$ cat src/rtl/frame_builder.sv
// Serializes a 64-bit payload into a 13-byte command frame over a valid/ready byte stream.
// Define FRAMER_GAP_EN to insert GAP_CYCLES idle cycles after every byte except the tail.
`timescale 1ns/1ps
module frame_builder #(
  parameter logic [7:0] HEADER     = 8'h52,
  parameter logic [7:0] LENGTH     = 8'h0E,
  parameter logic [7:0] CMD        = 8'h01,
  parameter logic [7:0] TAIL       = 8'h9A,
  parameter int         GAP_CYCLES = 4
) (
  input  logic        clk,
  input  logic        rst_n,
  input  logic        En,
  input  logic        start,
  input  logic [63:0] payload,
  output logic [7:0]  tx_data,
  output logic        tx_valid,
  input  logic        tx_ready,
  output logic        fBusy,
  output logic        fDone
);

`ifdef FRAMER_GAP_EN
  localparam bit GAP_EN = 1'b1;
`else
  localparam bit GAP_EN = 1'b0;
`endif
  localparam bit          GAP_ON   = GAP_EN && (GAP_CYCLES > 0);
  localparam logic [15:0] GAP_LOAD = 16'(GAP_CYCLES - 1);

  typedef enum logic [2:0] {
    S_IDLE, S_HEADER, S_LENGTH, S_CMD, S_DATA, S_CHECK, S_TAIL, S_GAP
  } state_t;

  // Handshake: a byte moves on a posedge where tx_valid && tx_ready; tx_data and
  // tx_valid hold until then, and tx_ready is ignored while tx_valid is low.
  state_t      state;
  state_t      adv_state;
  state_t      nxt;
  logic [63:0] pay_q;
  logic [7:0]  acc;
  logic [7:0]  acc_next;
  logic [7:0]  adv_byte;
  logic [2:0]  cnt;
  logic [15:0] gap_cnt;

  // Next state, next byte and running sum for the transfer of the byte on the wire.
  always_comb begin
    adv_state = S_IDLE;
    adv_byte  = 8'h00;
    acc_next  = acc;
    case (state)
      S_HEADER: begin
        adv_state = S_LENGTH;
        adv_byte  = LENGTH;
        acc_next  = acc + LENGTH;
      end
      S_LENGTH: begin
        adv_state = S_CMD;
        adv_byte  = CMD;
        acc_next  = acc + CMD;
      end
      S_CMD: begin
        adv_state = S_DATA;
        adv_byte  = pay_q[63:56];
      end
      S_DATA: begin
        acc_next = acc + tx_data;
        if (cnt == 3'd7) begin
          adv_state = S_CHECK;
          adv_byte  = 8'h01 - (acc_next + TAIL);
        end else begin
          adv_state = S_DATA;
          adv_byte  = pay_q[55:48];
        end
      end
      S_CHECK: begin
        adv_state = S_TAIL;
        adv_byte  = TAIL;
      end
      default: ;
    endcase
  end

  always_ff @(posedge clk) begin
    if (!rst_n || !En) begin
      state    <= S_IDLE;
      nxt      <= S_IDLE;
      tx_data  <= 8'h00;
      tx_valid <= 1'b0;
      fBusy    <= 1'b0;
      fDone    <= 1'b0;
      pay_q    <= 64'h0;
      acc      <= 8'h00;
      cnt      <= 3'd0;
      gap_cnt  <= 16'd0;
    end else begin
      fDone <= 1'b0;
      case (state)
        S_IDLE: begin
          if (start) begin
            pay_q    <= payload;
            cnt      <= 3'd0;
            acc      <= HEADER;
            fBusy    <= 1'b1;
            tx_data  <= HEADER;
            tx_valid <= 1'b1;
            state    <= S_HEADER;
          end
        end
        S_GAP: begin
          if (gap_cnt == 16'd0) begin
            state    <= nxt;
            tx_valid <= 1'b1;
          end else begin
            gap_cnt <= gap_cnt - 16'd1;
          end
        end
        default: begin
          if (tx_ready) begin
            acc     <= acc_next;
            tx_data <= adv_byte;
            if (state == S_DATA) begin
              cnt   <= cnt + 3'd1;
              pay_q <= {pay_q[55:0], 8'h00};
            end
            if (state == S_TAIL) begin
              state    <= S_IDLE;
              tx_valid <= 1'b0;
              fBusy    <= 1'b0;
              fDone    <= 1'b1;
            end else if (GAP_ON) begin
              // Next byte waits in tx_data with tx_valid low until the gap expires.
              state    <= S_GAP;
              nxt      <= adv_state;
              tx_valid <= 1'b0;
              gap_cnt  <= GAP_LOAD;
            end else begin
              state <= adv_state;
            end
          end
        end
      endcase
    end
  end

endmodule

$ cat config.mk
export PLATFORM = sky130hd
export DESIGN_NAME = frame_builder
export DESIGN_NICKNAME = d
export VERILOG_FILES = /design/src/rtl/frame_builder.sv
export SDC_FILE = /design/constraint.sdc
export NUM_CORES = 1
export LEC_CHECK = 0
export ABC_AREA = 1
export ABC_CLOCK_PERIOD_IN_PS = 2200
export CAP_MARGIN = 40
export CELL_PAD_IN_SITES_DETAIL_PLACEMENT = 1
export CELL_PAD_IN_SITES_GLOBAL_PLACEMENT = 2
export CORE_MARGIN = 2
export CORE_UTILIZATION = 27
export CTS_CLUSTER_SIZE = 24
export DETAILED_ROUTE_END_ITERATION = 6
export HOLD_SLACK_MARGIN = 0.1
export PLACE_DENSITY_LB_ADDON = 0.1
export SETUP_SLACK_MARGIN = 0.4
export SYNTH_ARGS = -nofsm -noshare
export SYNTH_HDL_FRONTEND = slang
export SYNTH_SLANG_ARGS = --single-unit
$ cat constraint.sdc
create_clock -name clk -period 2.2 [get_ports clk]
set_input_delay 0.44 -clock clk [delete_from_list [all_inputs] [get_ports clk]]
set_output_delay 0.44 -clock clk [all_outputs]
set_load 0.01 [all_outputs]
Word level (Yosys, flattened, before mapping) --
Index checks and enable logic that the tools add are counted.
Cells by class: add/sub/neg operators 7, equality and inequality tests 10, mux-type cells 30, bitwise gates (word level) 3, reductions and logical operators 19
Operator list (count):
- two-way mux 64 bit | 3
- one-hot mux 64 bit (2 select lines) | 1
- one-hot mux 8 bit (5 select lines) | 1
- two-way mux 8 bit | 4
- one-hot mux 8 bit (2 select lines) | 2
- one-hot mux 8 bit (3 select lines) | 1
- two-way mux 3 bit | 7
- logical NOT 16 bit | 1
- AND reduction 4 bit | 4
- subtractor 16 x 1 -> 16 bit (second input constant) | 1
- equality test 3 bit (second input constant) | 5
- one-hot mux 3 bit (5 select lines) | 1
- one-hot mux 3 bit (2 select lines) | 2
- adder 8 x 1 -> 8 bit (second input constant) | 1
- adder 8 x 4 -> 8 bit (second input constant) | 1
- adder 8 bit | 1
- adder 8 bit (second input constant) | 1
- subtractor 1 x 8 -> 8 bit (first input constant) | 1
- equality test 3 x 2 -> 1 bit (second input constant) | 2
- two-way mux 1 bit | 6
- AND reduction 3 bit | 2
- nonzero test 2 bit | 3
- nonzero test 3 bit | 2
- inequality test 2 bit (second input constant) | 2
- other kinds (10) | 14
Word-level totals: bits in registers 105, output and inout port bits 11, word-level logic and storage cells 78

Longest topological paths before layout --
Gate-level depths: netlist of the first run.
depth after elaboration 7, depth in mapped cells 14

Least setup slack after synthesis of the first run --
OpenSTA, ideal clock, no wires.
path kind reg-to-reg, start point register tx_data[0], end point register tx_data[4], library setup time 132 ps, arrival time 1978 ps, data required time 2068 ps, setup slack 89 ps, stages on the path, launching flop included 10, buffers on the path 0, path through dfxtp_1 -> ha_1 -> fa_1 -> a21oi_1 -> xor2_1 -> ha_1 -> nand2_1 -> a21oi_1 -> o21ai_0 -> a21oi_1
On the way: word-level cells in the longest chain between the ends 7
Ends and longest elaborated chain:
- from (decl) | line 16 | output logic [7:0] tx_data,
- from (signal assigned) | line 122 | tx_data <= adv_byte;
- adder 8 bit | line 68 | acc_next = acc + tx_data;
- adder 8 bit | line 71 | adv_byte = 8'h01 - (acc_next + TAIL);
- subtractor 1 x 8 -> 8 bit | line 71
- two-way mux 8 bit | line 69 | if (cnt == 3'd7) begin
- one-hot mux 8 bit (5 select lines) | line 52 | case (state)
- two-way mux 8 bit | line 120 | if (tx_ready) begin
- one-hot mux 8 bit (2 select lines) | line 99 | case (state)
Every way passes these cells. The select of a mux whose other input is x is not followed. A chain may end at the register's enable or synchronous reset.

Worst setup path after layout of the first run --
start point register tx_data[0], end point register tx_data[7]
Same word-level chain as after synthesis.

==> flow_metrics.env, run 1 <==
export IMPL_grt_ovfl_total=0
export IMPL_synthArstFlopShare_pct=0
export IMPL_synth_area_per_cell_um2=6.90
export IMPL_yosysTopAreaCell="dfxtp_1"
export IMPL_finalCritPeriodShare_pct=91.6
export IMPL_tightestPinTransition_ns=0.528
export IMPL_drv_cap=0
export IMPL_synth_common_cells="nand2_1 (239), dfxtp_1 (105), o21ai_0 (82), a31oi_1 (59), inv_1 (57)"
export IMPL_ant_nets=0
export IMPL_max_freq_mhz=496
export IMPL_required_ns=2.48
export IMPL_rsz0062_at_grt="true"
export IMPL_areaGrowthSynthToFinish_pct=40.1
export IMPL_cts_reportedPaths_clkPinSlew_ns=0.07
export IMPL_route_detailed_drc=0
export IMPL_die_area_um2=21400
export IMPL_finalSetupTns_ns=0
export IMPL_cts_tree="built"
export IMPL_worstSetupStartpointType="flop"
export IMPL_finalHoldViolations=0
export IMPL_worst_slack_ns=0.184
export IMPL_dieWidth_um=146
export IMPL_p_per_area_nw_per_um2=644
export IMPL_fin_skew_ns=0.0108
export IMPL_routedWlPerCell_um=15.8
export IMPL_slew_limit_headroom_pct=64.7
export IMPL_wirelength_um=18500
export IMPL_cts_hold_fix_buffers=0
export IMPL_cp_arrival_ns=2.30
export IMPL_finalCriticalPeriod_ns=2.02
export IMPL_drtIter0Drc=227
export IMPL_synth_area_um2=5460
export IMPL_nets=982
export IMPL_worstSetupPathType="flop to flop"
export IMPL_rows=52
export IMPL_hold_path_class="flop to flop"
export IMPL_synth_nets=878
export IMPL_ys_seq_area_share_pct=38.5
export IMPL_yosysTopAreaCellShare_pct=38.5
export IMPL_start_util_pct=27.3
export IMPL_place_congestion=0.757
export IMPL_worstHoldStart="cnt[0]"
export IMPL_grt_usage_pct=17.1
export IMPL_ios=80
export IMPL_drt_pre_antenna_iters=4
export IMPL_setup_viol=0
export IMPL_core_um2=20000
export IMPL_num_vias=5656
export IMPL_maxSlewViolCount=0
export IMPL_hpwl_um=13000
export IMPL_drive_above_1_share_pct=18.9
export IMPL_cts_root_buf="clkbuf_16"
export IMPL_dieHeight_um=146
export IMPL_diodes=0
export IMPL_via_per_inst=4.83
export IMPL_grt_max_degree=66
export IMPL_cts_buffers=9
export IMPL_place_ws_ns=0.0882
export IMPL_clk_latency_ns=0.36
export IMPL_synth_seq_cells=105
export IMPL_p_leak_nw=2.99
export IMPL_synthTopCellsByArea="dfxtp_1 (38%), nand2_1 (16%), o21ai_0 (7.5%)"
export IMPL_yosysUniqueCellTypes=40
export IMPL_status="finished, final reports clean"
export IMPL_port_buffers=79
export IMPL_synth_edff_count=0
export IMPL_fillers=2506
export IMPL_clock_tree_buffer_depth=2
export IMPL_end_kind="flop"
export IMPL_synth_most_common_cell="nand2_1"
export IMPL_ys_warnings_count=0
export IMPL_grt_pass1_wl_um=29700
export IMPL_r2r_start="tx_data[0]"
export IMPL_grt_pass1_vias=5655
export IMPL_cp_max_fo=3
export IMPL_syn_inst=792
export IMPL_vdd_drop_max_v=0.000394
export IMPL_ctsHtreeMaxLevel=3
export IMPL_antenna_found_initial=0
export IMPL_crit_start="tx_data[0]"
export IMPL_synthFlopType="dfxtp_1"
export IMPL_cts_sinks=105
layer usage:
layer  global-route usage, %  vias to the layer above  wire length (um)
li1                        -                     2871                 -
met1                    22.5                     2702              8750
met2                    28.9                       71              9100
met3                    3.38                       12               459
met4                    3.64                        0               223
met5                       0                        -                 0
worst max-delay path, stage by stage (launching register included):
cell	delay, ns
dfxtp_4	0.36
ha_4	0.16
fa_2	0.37
a21oi_2	0.17
xor2_2	0.11
ha_4	0.18
nor2_2	0.15
nand3_1	0.09
nand3_1	0.09
nand2_1	0.05
nand2_1	0.05
nand2_1	0.04
a21oi_1	0.13
per-stage QoR:
step                      power (mW)  instance area [um^2]  cells  hold WS (ns)  utilization, %
after global routing            5.21                  7660   1170         0.486            38.2
after CTS                       4.87                  7180   1151         0.464            35.8
after global placement          3.12                  6680   1126         0.446            33.3
after detailed placement        3.13                  6680   1126         0.453            33.3
final                           4.93                  7660   1170         0.462            38.2
after floorplan                 2.70                  5490    792         0.429               -
sequential cells by signal, indices dropped and copies added, names as in the netlist:
signal and cells:
state 3, tx_data 8, cnt 3, fBusy 1, acc 8, fDone 1, gap_cnt 16, tx_valid 1
pay_q 64
area by class of cell:
| type | count | area, um^2 | share of cell area, % |
|---|---|---|---|
| clock inverters | 6 | 77.6 | 1.01 |
| repair buffers | 131 | 1300 | 17.0 |
| flip-flops and latches | 105 | 2150 | 28.0 |
| inverters | 63 | 244 | 3.19 |
| multi-input cells | 586 | 3320 | 43.4 |
| clock buffers | 9 | 225 | 2.94 |
| well taps | 270 | 338 | 4.41 |
cells in the final DEF (no fill, tap or decap), drive strengths merged, types with 2 or more instances in the layout:
| cell type | count |
|---|---|
| nand4 | 5 |
| nor3 | 9 |
| or2 | 3 |
| dfxtp | 105 |
| inv | 65 |
| o21ai | 88 |
| nand3 | 27 |
| xor2 | 5 |
| nand2 | 245 |
| a31oi | 59 |
| xnor2 | 2 |
| o211ai | 5 |
| clkbuf | 11 |
| dlymetal6s2s | 2 |
| a21oi | 55 |
| clkdlybuf4s50 | 76 |
| a211oi | 4 |
| nor3b | 2 |
| nor4 | 2 |
| nor2 | 47 |
| clkinv | 3 |
| buf | 50 |
| o22ai | 3 |
| nand3b | 2 |
| ha | 16 |
final timing paths:
check,endpoint,slack [ns],cells after the start
worst max-delay path,tx_data[7],0.18,12
worst min-delay path,cnt[0],0.46,1
worst max register to register,tx_data[7],0.18,12
worst min register to register,cnt[0],0.46,1
power breakdown:
group          leakage (nW)  internal (mW)  total, mW  switching [mW]
registers             0.866           2.00       2.08          0.0830
clock network         0.149          0.895       1.67           0.775
logic                  1.98          0.494       1.18           0.685
total                  2.99           3.38       4.93            1.54
kinds of logic (layout without fill, tap and decap cells):
group	Yosys count	after routing	share of synthesized area, %
buffers and inverters	102	209	7.56
adder cells (fa/ha/maj)	17	17	4.03
XOR/XNOR	7	7	1.12
AND/OR/NAND/NOR	342	343	26.4
AO/OA/AOI/OAI	219	219	22.4
flip-flops	105	105	38.5
repair_timing:
action                     4_1_cts  5_1_grt
cloned                           1        2
gates resized for setup         36       80
setup buffers                    9       17
pin swaps                       16       30
setup endpoints to repair       92       77
(Power assumes the default switching activity.)
==> inputs of run 2 (changes only) <==
- GPL_TIMING_DRIVEN: unset -> 1
==> results of run 2 <==
Same layout as run 1: the final DEF is identical, and so are final timing and power.
==> inputs of run 3 (changes only) <==
- SKIP_LAST_GASP: unset -> 1
==> results of run 3 <==
Same layout as run 1: the final DEF is identical, and so are final timing and power.
